### config.mk
export PLATFORM = sky130hd
export DESIGN_NAME = player_missile
export DESIGN_NICKNAME = d
export VERILOG_FILES = /design/src/rtl/player_missile.sv
export SDC_FILE = /design/constraint.sdc
export NUM_CORES = 1
export LEC_CHECK = 0
export CAP_MARGIN = 20
export CORE_UTILIZATION = 50
export CTS_CLUSTER_DIAMETER = 100
export CTS_CLUSTER_SIZE = 30
export DETAILED_ROUTE_END_ITERATION = 12
export PLACE_DENSITY = 0.91
export SYNTH_ARGS = -nofsm -noshare
export SYNTH_HDL_FRONTEND = slang
export SYNTH_SLANG_ARGS = --single-unit
### constraint.sdc
create_clock -name frame_clk -period 4.8 [get_ports frame_clk]
set_clock_uncertainty 0.2 [all_clocks]
set_input_delay 0.96 -clock frame_clk [delete_from_list [all_inputs] [get_ports frame_clk]]
set_output_delay 0.96 -clock frame_clk [all_outputs]
set_load 0.01 [all_outputs]
### src/rtl/player_missile.sv
// player_missile: the player's single missile for the Galaxian playfield.
// A rising edge on fire launches the missile from the top-centre of the ship;
// it climbs Y_STEP pixels per frame and retires on an alien hit or at the top
// of the screen. While idle it is parked far off-screen so no alien overlaps it.
// Optional feature macro: MISSILE_COOLDOWN_EN (adds a COOLDOWN state and a
// 5-bit frame counter that blocks re-fire for COOLDOWN_FRAMES frames).
module player_missile #(
  parameter int MISSILE_W       = 3,
  parameter int MISSILE_H       = 6,
  parameter int Y_STEP          = 8,
  parameter int PARK_X          = 700,
  parameter int PARK_Y          = 1000,
  parameter int COOLDOWN_FRAMES = 15
) (
  input  logic       Reset,
  input  logic       frame_clk,
  input  logic       fire,
  input  logic [9:0] PlayerX,
  input  logic [9:0] PlayerY,
  input  logic [9:0] PlayerS,
  input  logic       hit,
  output logic [9:0] MissileX,
  output logic [9:0] MissileY,
  output logic [9:0] MissileS,
  output logic       active,
  output logic [7:0] shots
);

  localparam logic [9:0] PARK_X_V = 10'(PARK_X);
  localparam logic [9:0] PARK_Y_V = 10'(PARK_Y);
  localparam logic [9:0] HALF_W_V = 10'(MISSILE_W >> 1);
  localparam logic [9:0] H_V      = 10'(MISSILE_H);
  localparam logic [9:0] STEP_V   = 10'(Y_STEP);

  // The counter is 5 bits wide, so the cooldown length must fit in 1..32;
  // an out-of-range setting leaves this marker block in the elaborated design.
  if (COOLDOWN_FRAMES < 1 || COOLDOWN_FRAMES > 32) begin : g_cooldown_frames_out_of_range
  end

  typedef enum logic [1:0] {
    IDLE     = 2'd0,
    FLYING   = 2'd1
`ifdef MISSILE_COOLDOWN_EN
    ,
    COOLDOWN = 2'd2
`endif
  } state_t;

  state_t     state_reg, state_next;
  logic [9:0] x_reg, x_next;
  logic [9:0] y_reg, y_next;
  logic [7:0] shots_reg, shots_next;
  logic       fire_q_reg;
  logic       launch_req;
  logic [9:0] launch_x;
  logic [9:0] launch_y;
`ifdef MISSILE_COOLDOWN_EN
  localparam logic [4:0] CD_LOAD_V = 5'(COOLDOWN_FRAMES - 1);
  logic [4:0] cnt_reg, cnt_next;
`endif

  // Launch request is an edge on the fire button so a held button never repeats.
  assign launch_req = fire & ~fire_q_reg;

  // Launch point: ship top-centre, missile centred on it; the top is clamped at 0.
  assign launch_x = PlayerX + (PlayerS >> 1) - HALF_W_V;
  assign launch_y = (PlayerY < H_V) ? 10'd0 : (PlayerY - H_V);

  // State, coordinates, shot counter and fire history registered once per frame.
  always_ff @(posedge frame_clk or posedge Reset) begin
    if (Reset) begin
      state_reg  <= IDLE;
      x_reg      <= PARK_X_V;
      y_reg      <= PARK_Y_V;
      shots_reg  <= 8'd0;
      fire_q_reg <= 1'b0;
`ifdef MISSILE_COOLDOWN_EN
      cnt_reg    <= 5'd0;
`endif
    end else begin
      state_reg  <= state_next;
      x_reg      <= x_next;
      y_reg      <= y_next;
      shots_reg  <= shots_next;
      fire_q_reg <= fire;
`ifdef MISSILE_COOLDOWN_EN
      cnt_reg    <= cnt_next;
`endif
    end
  end

  // Next-state logic: launch from IDLE, climb or retire while FLYING, wait out cooldown.
  always_comb begin
    state_next = state_reg;
    x_next     = x_reg;
    y_next     = y_reg;
    shots_next = shots_reg;
`ifdef MISSILE_COOLDOWN_EN
    cnt_next   = cnt_reg;
`endif
    case (state_reg)
      IDLE: begin
        if (launch_req) begin
          state_next = FLYING;
          x_next     = launch_x;
          y_next     = launch_y;
          shots_next = (shots_reg == 8'hFF) ? shots_reg : shots_reg + 8'd1;
        end
      end
      FLYING: begin
        // Retiring below Y_STEP keeps the 10-bit subtraction from wrapping;
        // a coincident hit retires the same single time.
        if (hit || (y_reg < STEP_V)) begin
          x_next     = PARK_X_V;
          y_next     = PARK_Y_V;
`ifdef MISSILE_COOLDOWN_EN
          state_next = COOLDOWN;
          cnt_next   = CD_LOAD_V;
`else
          state_next = IDLE;
`endif
        end else begin
          y_next = y_reg - STEP_V;
        end
      end
`ifdef MISSILE_COOLDOWN_EN
      COOLDOWN: begin
        if (cnt_reg == 5'd0) begin
          state_next = IDLE;
        end else begin
          cnt_next = cnt_reg - 5'd1;
        end
      end
`endif
      default: begin
        state_next = IDLE;
        x_next     = PARK_X_V;
        y_next     = PARK_Y_V;
      end
    endcase
  end

  assign MissileX = x_reg;
  assign MissileY = y_reg;
  assign MissileS = 10'(MISSILE_W);
  assign active   = (state_reg == FLYING);
  assign shots    = shots_reg;

endmodule
; Word-level counts from Yosys, hierarchy flattened
; Cells that the tools add are included.
[word_totals]
register_bits = 31
input_bits = 34
output_inout_bits = 39
word_cells = 33
[classes]
addsub = 5
magnitude_cmp = 2
eq_ne = 4
n_mux = 10
n_bitwise = 3
reduce_logical = 4
[op_table]
columns = cell, n
row1 = $mux W10, 5
row2 = $pmux W10 S2, 2
row3 = $add A10 B9 Y10, 1
row4 = $lt A10 B3 Y1 const B, 1
row5 = $lt A10 B4 Y1 const B, 1
row6 = $sub A10 B1 Y10 const B, 1
row7 = $sub A10 B3 Y10 const B, 1
row8 = $sub A10 B4 Y10 const B, 1
row9 = $add A8 B1 Y8 const B, 1
row10 = $eq A8 B8 Y1 const B, 1
row11 = $mux W2, 2
row12 = $pmux W2 S2, 1
row13 = $reduce_and A3 Y1, 1
row14 = $eq A2 B1 Y1 const B, 1
row15 = $logic_not A2 Y1, 1
row16 = $ne A2 B1 Y1 const B, 1
row17 = $ne A2 B2 Y1 const B, 1
row18 = $not A1 Y1, 2
row19 = $reduce_and A2 Y1, 1
row20 = $and A1 B1 Y1, 1
row21 = $logic_or A1 B1 Y1, 1

; Longest topological paths before layout
; Gate-level depths: netlist of the first run.
[depth]
depth_word = 4
ltp_mapped = 11
mapped_depth_nobuf = 11

; Worst setup path before layout of the first run
; Ideal clock, no wire load.
[synth_path]
path_type = input to register
startpoint = input PlayerX[1]
endpoint = register x_reg[9], in the netlist MissileX[9]
setup_time_ns = 0.083
t_arrival_ns = 2.755
required_time_ns = 4.516
slack_ns = 1.762
stages = 11
n_path_buf = 0
path_cell_list = inv_1 ha_1 inv_1 ha_1 inv_1 fa_1 nand2b_1 a21oi_1 o31ai_1 and3_1 o32a_1
[synth_between]
elab_chain_cells = 4
[synth_rtl]
columns = item, line_no
row1 = start: declaration, 18  ; input logic [9:0] PlayerX,
row2 = $add A10 B9 Y10, 66  ; assign launch_x = PlayerX + (PlayerS >> 1) - HALF_W_V;
row3 = $sub A10 B1 Y10, 66
row4 = $mux W10, 103  ; if (launch_req) begin
row5 = $pmux W10 S2, 101  ; case (state_reg)
row6 = end signal: assignment, 82  ; x_reg <= x_next;
row7 = end: declaration, 50  ; logic [9:0] x_reg, x_next;
; No other way between the ends. The select of a mux whose other input is x is not followed.
; A chain may end at the register's enable or synchronous reset.

; Final worst setup path of the first run
; Same ends and word-level chain as after synthesis.

==> results of run 1 <==
==> metrics by stage <==
step / setup WS (ps) / area (sq um) / total power [mW] / util [%]
5_1_grt: 1210 / 2900 / 1.28 / 70.9
3_3_place_gp: 1170 / 2790 / 0.934 / 68.3
4_1_cts: 1370 / 2900 / 1.20 / 70.9
2_1_floorplan: 1760 / 2190 / 0.709 / -
3_5_place_dp: 1080 / 2790 / 0.949 / 68.3
6_report: 1350 / 2900 / 1.20 / 70.9
==> cell usage in the layout (no fill, tap or decap), drive strengths merged, types with 2 or more instances in the layout <==
cell type,Yosys,final
mux2,2,2
ha,20,20
clkdlybuf4s50,0,61
clkbuf,1,7
nor4,3,3
o2111ai,2,2
o21ai,11,11
xor2,9,9
nor3,2,2
nand3b,2,2
o31ai,2,2
o21a,3,3
conb,2,10
nand2b,4,4
nor2,17,17
dfrtp,18,18
nand4,4,4
dfstp,12,12
a21oi,15,15
nand3,6,6
a21o,2,2
inv,42,42
a22o,3,3
or4,2,2
xnor2,8,8
nand2,16,16
o211ai,7,7
==> worst max-delay path, delay by kind of cell <==
family | cells | cell delay [ps]
AOI/OAI and AO/OA | 3 | 620
adders and majority gates | 3 | 860
buffers and inverters | 4 | 620
and+or+nand+nor | 2 | 390
==> power by group <==
group          internal [mW]  total [mW]  switching [mW]
Combinational          0.271       0.491           0.220
Clock                  0.155       0.245          0.0901
Sequential             0.360       0.459          0.0995
Total                  0.786        1.20           0.409
==> Yosys cell counts, types with 2 or more instances <==
cell type	instances	area (sq um)
dfstp_2	12	315
o2111ai_1	2	17.5
nor2_1	17	63.8
inv_1	42	158
o211ai_1	7	52.6
nand2b_1	4	25.0
nand2_1	15	56.3
nand4_1	4	25.0
nor4_1	3	18.8
xnor2_1	8	70.1
a21o_1	2	15.0
conb_1	2	7.51
a21oi_1	15	75.1
or4_1	2	15.0
a22o_1	3	26.3
nor3_1	2	10.0
nand3_1	6	30.0
o21ai_0	11	55.1
xor2_1	9	78.8
mux2_2	2	22.5
nand3b_1	2	15.0
o21a_1	3	22.5
ha_1	20	250
buf_4	10	75.1
dfrtp_1	18	450
==> routing by layer <==
layer	up-vias	part of all wire, %
li1	939	-
met1	887	43
met2	71	48
met3	10	7.6
met4	0	1.4
met5	-	0
==> cells by family (layout without fill, tap and decap cells) <==
kind of cell | count (synthesis) | after routing
simple gates | 60 | 60
compound gates | 55 | 55
buf+inv | 54 | 112
flops | 30 | 30
fa+ha+maj | 21 | 21
xor+xnor | 17 | 17
mux | 3 | 3
other cells | 2 | 10
==> area by class of cell <==
type,count,area [sq um]
fillers,322,1190
inverters,42,158
clock buffers,7,76.3
repair buffers,62,618
well taps,50,62.6
multi-input cells,166,1190
flip-flops and latches,30,766
clock inverters,1,30.0
==> worst max path at each step <==
stage / start / to / slack (ps)
floorplan: PlayerX[1] / MissileX[9] / 1760
detailed placement: PlayerX[1] / MissileX[9] / 1080
CTS: PlayerX[1] / MissileX[9] / 1370
global route: PlayerS[2] / MissileX[9] / 1210
finish: PlayerX[1] / MissileX[9] / 1350
global placement: PlayerX[1] / MissileX[9] / 1170
==> impl_results.rst, run 1 <==
.. list-table::
   :header-rows: 1

   * - Metric
     - Value
   * - H-Tree Depth
     - 2
   * - Critical R2R Capture
     - shots[1]
   * - Cell at the root of the clock tree
     - clkbuf_8
   * - Arrival @ worst endpoint
     - 3460 ps
   * - Register-to-register path setup slack
     - 2570 ps
   * - Setup Crit Path Kind
     - in2reg
   * - Maximum operating frequency
     - 0.290 GHz
   * - Via density
     - 5.33
   * - Post-Synth XOR/XNOR Area
     - 6.88%
   * - Chip height
     - 67.8 um
   * - Proportion of synthesized area in mux cells
     - 1.50%
   * - Final worst-path cycle share
     - 71.9%
   * - Overall via count from detail_route
     - 1907
   * - Setup crit end kind
     - register
   * - Outcome
     - complete, no violations
   * - Hold/Removal Path Class
     - reg2reg
   * - Insertion delay to the later sink of the worst-skew pair
     - 280 ps
   * - Die extent in x
     - 67.8 um
   * - Wire length of the first global-routing pass
     - 7340 um
   * - Initial antenna violation count
     - 0
   * - Effective utilization at floorplan
     - 53.0%
   * - Count of antenna diodes in the layout
     - 0
   * - RSZ-0062 raised after global routing
     - false
   * - Core ar.
     - 4090 sq um
   * - Routability cong.
     - 0.832
   * - Worst slew pin tran
     - 683 ps
   * - Simple-gate portion of the synthesized area
     - 14.1%
   * - # hold bufs at CTS
     - 0
   * - Count of non-filler cells in the finished layout
     - 358
   * - Max-slew headroom
     - 54.4%
   * - Most repeated library cell on the critical path
     - inv_1
   * - Remaining number of nets flagged by the antenna check after routing
     - 0
   * - Net count of the finished layout
     - 362
   * - Hold path endpoint
     - MissileX[8]
   * - Post-Synthesis Mean Instance Area
     - 8.94 sq um
   * - Hold Fails Final Rpt
     - 0
   * - Remaining Overflow, GRT
     - 0
   * - Global Route Usage Sum
     - 21.4%
   * - Layout cell share with drive strength beyond 1
     - 8.12%
   * - Delay of the slowest cell on the worst path
     - 450 ps
   * - Final hold slack
     - 281 ps
   * - Synthesis warning total
     - 0
   * - Post-route minimum period
     - 3450 ps
   * - Fraction of met3 tracks used by global routing
     - 5.74%
   * - Leakage Power
     - 1.31 nW
   * - CTS resizes
     - 0
   * - Synth Area in Compound Gates
     - 18.2%
   * - Initial DRC Count
     - 88
   * - Number of global-route vias before repair
     - 1710
   * - Global routing met2 resource utilization
     - 37.1%
   * - Post-synth design cell area
     - 2160 sq um
   * - Met1 track demand over resource
     - 25.5%
   * - Worst Hold Depth
     - 2
   * - Remaining routing DRC violations
     - 0
   * - Half-perimeter wire length of the detailed placement result
     - 3360 um
   * - Hold_sp
     - MissileX[8]
   * - Yosys cell types
     - 46
   * - Total negative setup slack
     - 0 ps
   * - Data required time of the critical path
     - 4800 ps
   * - Share of synthesized area occupied by flip-flops and latches
     - 35.4%
   * - Cell Pwr Density
     - 413 nW/um^2
   * - Num rows
     - 23
   * - Mapped Cells
     - 242
   * - Most common flop cell mapped by yosys
     - dfrtp_1
   * - IO Port Bufs
     - 61
   * - Startpoint Class
     - input port
   * - Placed Instances
     - 350
   * - Max FO, Critical Path
     - 3
   * - Buffer levels on the longest clock path
     - 2
   * - Reg-to-Reg Start
     - state_reg[0]
   * - Largest net degree at the start of global routing
     - 20
   * - Clock buffer count from CTS
     - 5
   * - Number of violations of the max-capacitance limit
     - 0
   * - Highest-utilization routing layer at the global route stage
     - met2
   * - Detailed-route wire length
     - 4390 um
   * - Clk pin slew, worst setup/hold paths
     - 60 ps
   * - Post-CTS Repair Setup Buffers
     - 0
   * - Adder and majority cell fraction of the synthesized area
     - 12.5%
   * - Number of sinks driven by the clock tree
     - 30
   * - Top-level I/O count
     - 73
   * - TritonCTS clock tree
     - yes
   * - Setup Viol. Count Final
     - 0
   * - Layout-stage area growth over the synthesis result
     - 33.9%
   * - Max stage delay cell, worst path
     - clkdlybuf4s50_1
   * - First-pass detailed-route iteration total
     - 4
   * - Average wire per cell in the routed design
     - 12.3 um
   * - Dominant combinational cell family by area after synthesis
     - compound AO/OA/AOI/OAI gates
   * - Number of flops mapped to enable cells by yosys
     - 0
   * - Async SR Flop Fraction
     - 100%
   * - Yosys reg bits
     - 30
   * - Area enclosed by the die boundary
     - 4600 sq um
   * - Peak supply drop
     - 0.225 mV
   * - Count of final max-slew check failures
     - 0
   * - R2R cell count
     - 3
   * - Crit-path cells
     - clkdlybuf4s50_1 > inv_1 > ha_1 > inv_1 > ha_1 > inv_1 > fa_1 > nand2b_1 > a21oi_1 > o31ai_1 > and3_1 > o32a_1
No activity file was read; power rests on OpenSTA's default activity.
==> inputs of run 2 (changes only) <==
Settings changed: CORE_UTILIZATION 50 to 42, PLACE_DENSITY 0.91 to 0.82.
Clock period 4.8 ns to 3.1 ns, I/O delays scaled along.
==> run 2 against run 1 <==
Net effect: sequential power up 55%; first-iteration DRC count down 34%; design area up 1.5%; non-clock buffer count up 5; clock power up 22%; register-to-register slack worse by 1400 ps; combinational power up 58%; die area up 18%; clock-buffer cell count up 1; flip-flop and latch count unchanged; critical path type unchanged; highest routed layer unchanged.
==> impl_results.rst, run 2 (same netlist as run 1, synthesis figures left out) <==
.. list-table::
   :header-rows: 1

   * - Metric
     - Value
   * - H-Tree Depth
     - 2
   * - Area used by multi-input combinational logic
     - 1200 sq um
   * - Data required time of the critical path
     - 3100 ps
   * - Total negative setup slack
     - 0 ps
   * - Highest-count cells in the layout ignoring fill and taps
     - 61 x clkdlybuf4s50_1, 42 x inv_1, 20 x ha_1
   * - Crit-path cells
     - clkdlybuf4s50_1 > inv_1 > ha_1 > inv_1 > ha_1 > inv_1 > fa_1 > nand2b_4 > a21oi_2 > o31ai_1 > and3_1 > o32a_1
   * - Area enclosed by the die boundary
     - 5440 sq um
   * - Placed Instances
     - 372
   * - Core ar.
     - 4850 sq um
   * - Fraction of power spent switching nets
     - 35.7%
   * - Final Total Pwr
     - 1.79 mW
   * - Top-level I/O count
     - 73
   * - Hold/Removal Path Class
     - reg2reg
   * - Insertion delay to the later sink of the worst-skew pair
     - 280 ps
   * - TritonCTS clock tree
     - yes
   * - Max-slew headroom
     - 60.4%
   * - Fraction of power consumed by combinational cells
     - 43.5%
   * - Initial antenna violation count
     - 0
   * - Count of antenna diodes in the layout
     - 0
   * - Clock share of power
     - 16.7%
   * - Buffer levels on the longest clock path
     - 2
   * - Number of violations of the max-capacitance limit
     - 0
   * - Number of sinks driven by the clock tree
     - 30
   * - Net count of the finished layout
     - 367
   * - Flop pwr share
     - 39.8%
   * - Num rows
     - 25
   * - Outcome
     - complete, no violations
   * - Half-perimeter wire length of the detailed placement result
     - 3640 um
   * - Routability cong.
     - 0.774
   * - IO Port Bufs
     - 61
   * - Average wire per cell in the routed design
     - 12.4 um
   * - First-pass detailed-route iteration total
     - 4
   * - Post-route minimum period
     - 2930 ps
   * - Global Route Usage Sum
     - 18.8%
   * - Area occupied by registers
     - 766 sq um
   * - Worst slew pin tran
     - 592 ps
   * - Via density
     - 4.98
   * - Post-CTS Repair Setup Buffers
     - 0
   * - Wire length of the first global-routing pass
     - 7850 um
   * - Most repeated library cell on the critical path
     - inv_1
   * - Remaining number of nets flagged by the antenna check after routing
     - 0
   * - Setup Viol. Count Final
     - 0
   * - Largest net degree at the start of global routing
     - 31
   * - Cell at the root of the clock tree
     - clkbuf_8
   * - Final Util
     - 60.7%
   * - Hold Fails Final Rpt
     - 0
   * - Remaining routing DRC violations
     - 0
   * - Overall via count from detail_route
     - 1893
   * - Area after detailed placement
     - 2850 sq um
   * - Number of global-route vias before repair
     - 1932
   * - Setup crit end kind
     - register
   * - Count of final max-slew check failures
     - 0
   * - Post-route cell area
     - 2940 sq um
   * - Setup Crit Path Kind
     - in2reg
   * - Cell-internal power
     - 1.15 mW
   * - Count of non-filler cells in the finished layout
     - 380
   * - Layout cell share with drive strength beyond 1
     - 9.90%
   * - Final worst-path cycle share
     - 94.6%
   * - Cell Pwr Density
     - 607 nW/um^2
   * - Delay of the slowest cell on the worst path
     - 450 ps
   * - Arrival @ worst endpoint
     - 2940 ps
   * - Layout fillers
     - 430
   * - Peak supply drop
     - 0.261 mV
   * - Maximum operating frequency
     - 0.341 GHz
   * - Detailed-route wire length
     - 4700 um
   * - Max FO, Critical Path
     - 2
   * - RSZ-0062 raised after global routing
     - false
   * - Layout-stage area growth over the synthesis result
     - 35.9%
   * - Switching power
     - 0.638 mW
   * - Leading cell type in the layout, fill and taps excluded
     - clkdlybuf4s50_1
   * - Effective utilization at floorplan
     - 44.6%
   * - Leakage Power
     - 1.33 nW
   * - Initial DRC Count
     - 58
   * - Startpoint Class
     - input port
   * - Die extent in x
     - 73.8 um
   * - Clk pin slew, worst setup/hold paths
     - 60 ps
   * - Max stage delay cell, worst path
     - clkdlybuf4s50_1
   * - Clock buffer count from CTS
     - 5
   * - Crit-path leading delay family
     - adder cells
   * - Remaining Overflow, GRT
     - 0
   * - Chip height
     - 73.8 um
   * - CP bufs+invs
     - 4
## run 2: per-stage QoR
step | worst slack (ps) | hold WS [ps]
detailed placement | -165 | 275
finish | 167 | 282
floorplan | 402 | 300
CTS | 115 | 290
global route | 2.60 | 324
global placement | -146 | 271
## run 2: final timing paths
kind | slack [ps] | startpoint | cells after the start | to
hold reg to reg | 280 | MissileY[1] | 2 | MissileY[1]
setup / recovery | 170 | PlayerX[1] | 12 | MissileX[9]
max in group asynchronous | 1860 | Reset | 3 | MissileY[3]
hold / removal | 280 | MissileY[1] | 2 | MissileY[1]
setup reg to reg | 1160 | state_reg[0] | 4 | MissileX[6]
min in group asynchronous | 520 | Reset | 3 | MissileX[8]
## run 2: metal layers
layer  track usage, %  vias up  part of all wire (%)  routed length (um)
met5                0        -                     0                   0
met4             4.91        0                   1.2                  55
met3             4.66        7                   5.0                 237
met2             35.4       60                    52                2440
met1             20.8      878                    42                1960
li1                 -      948                     -                   -
## run 2: repair_timing
| action | CTS | global route |
|---|---|---|
| hold buffers | 0 | 0 |
| gates resized for setup | 0 | 2 |
| endpoints found under the setup margin | 0 | 1 |
## run 2: layout make-up
class	instances	area share (%)
timing repair buffer	67	22.3
sequential	30	26.0
clock buffer	8	2.72
inverter	42	5.36
tap	67	2.85
multi-input combinational	166	40.7
## run 2: worst reg2reg max path, stage by stage, from the launching register on
cell     delay (ps)
dfrtp_1         540
nor4b_1         240
a22o_1          210
nor2_1          460
a22o_1          230
## run 2: power groups by stage
stage	Sequential (mW)	Clock, mW	Combinational (mW)
2_1_floorplan	0.735	0	0.362
3_3_place_gp	0.708	0	0.754
3_5_place_dp	0.716	0	0.773
4_1_cts	0.711	0.308	0.781
5_1_grt	0.733	0.319	0.863
6_report	0.711	0.299	0.777
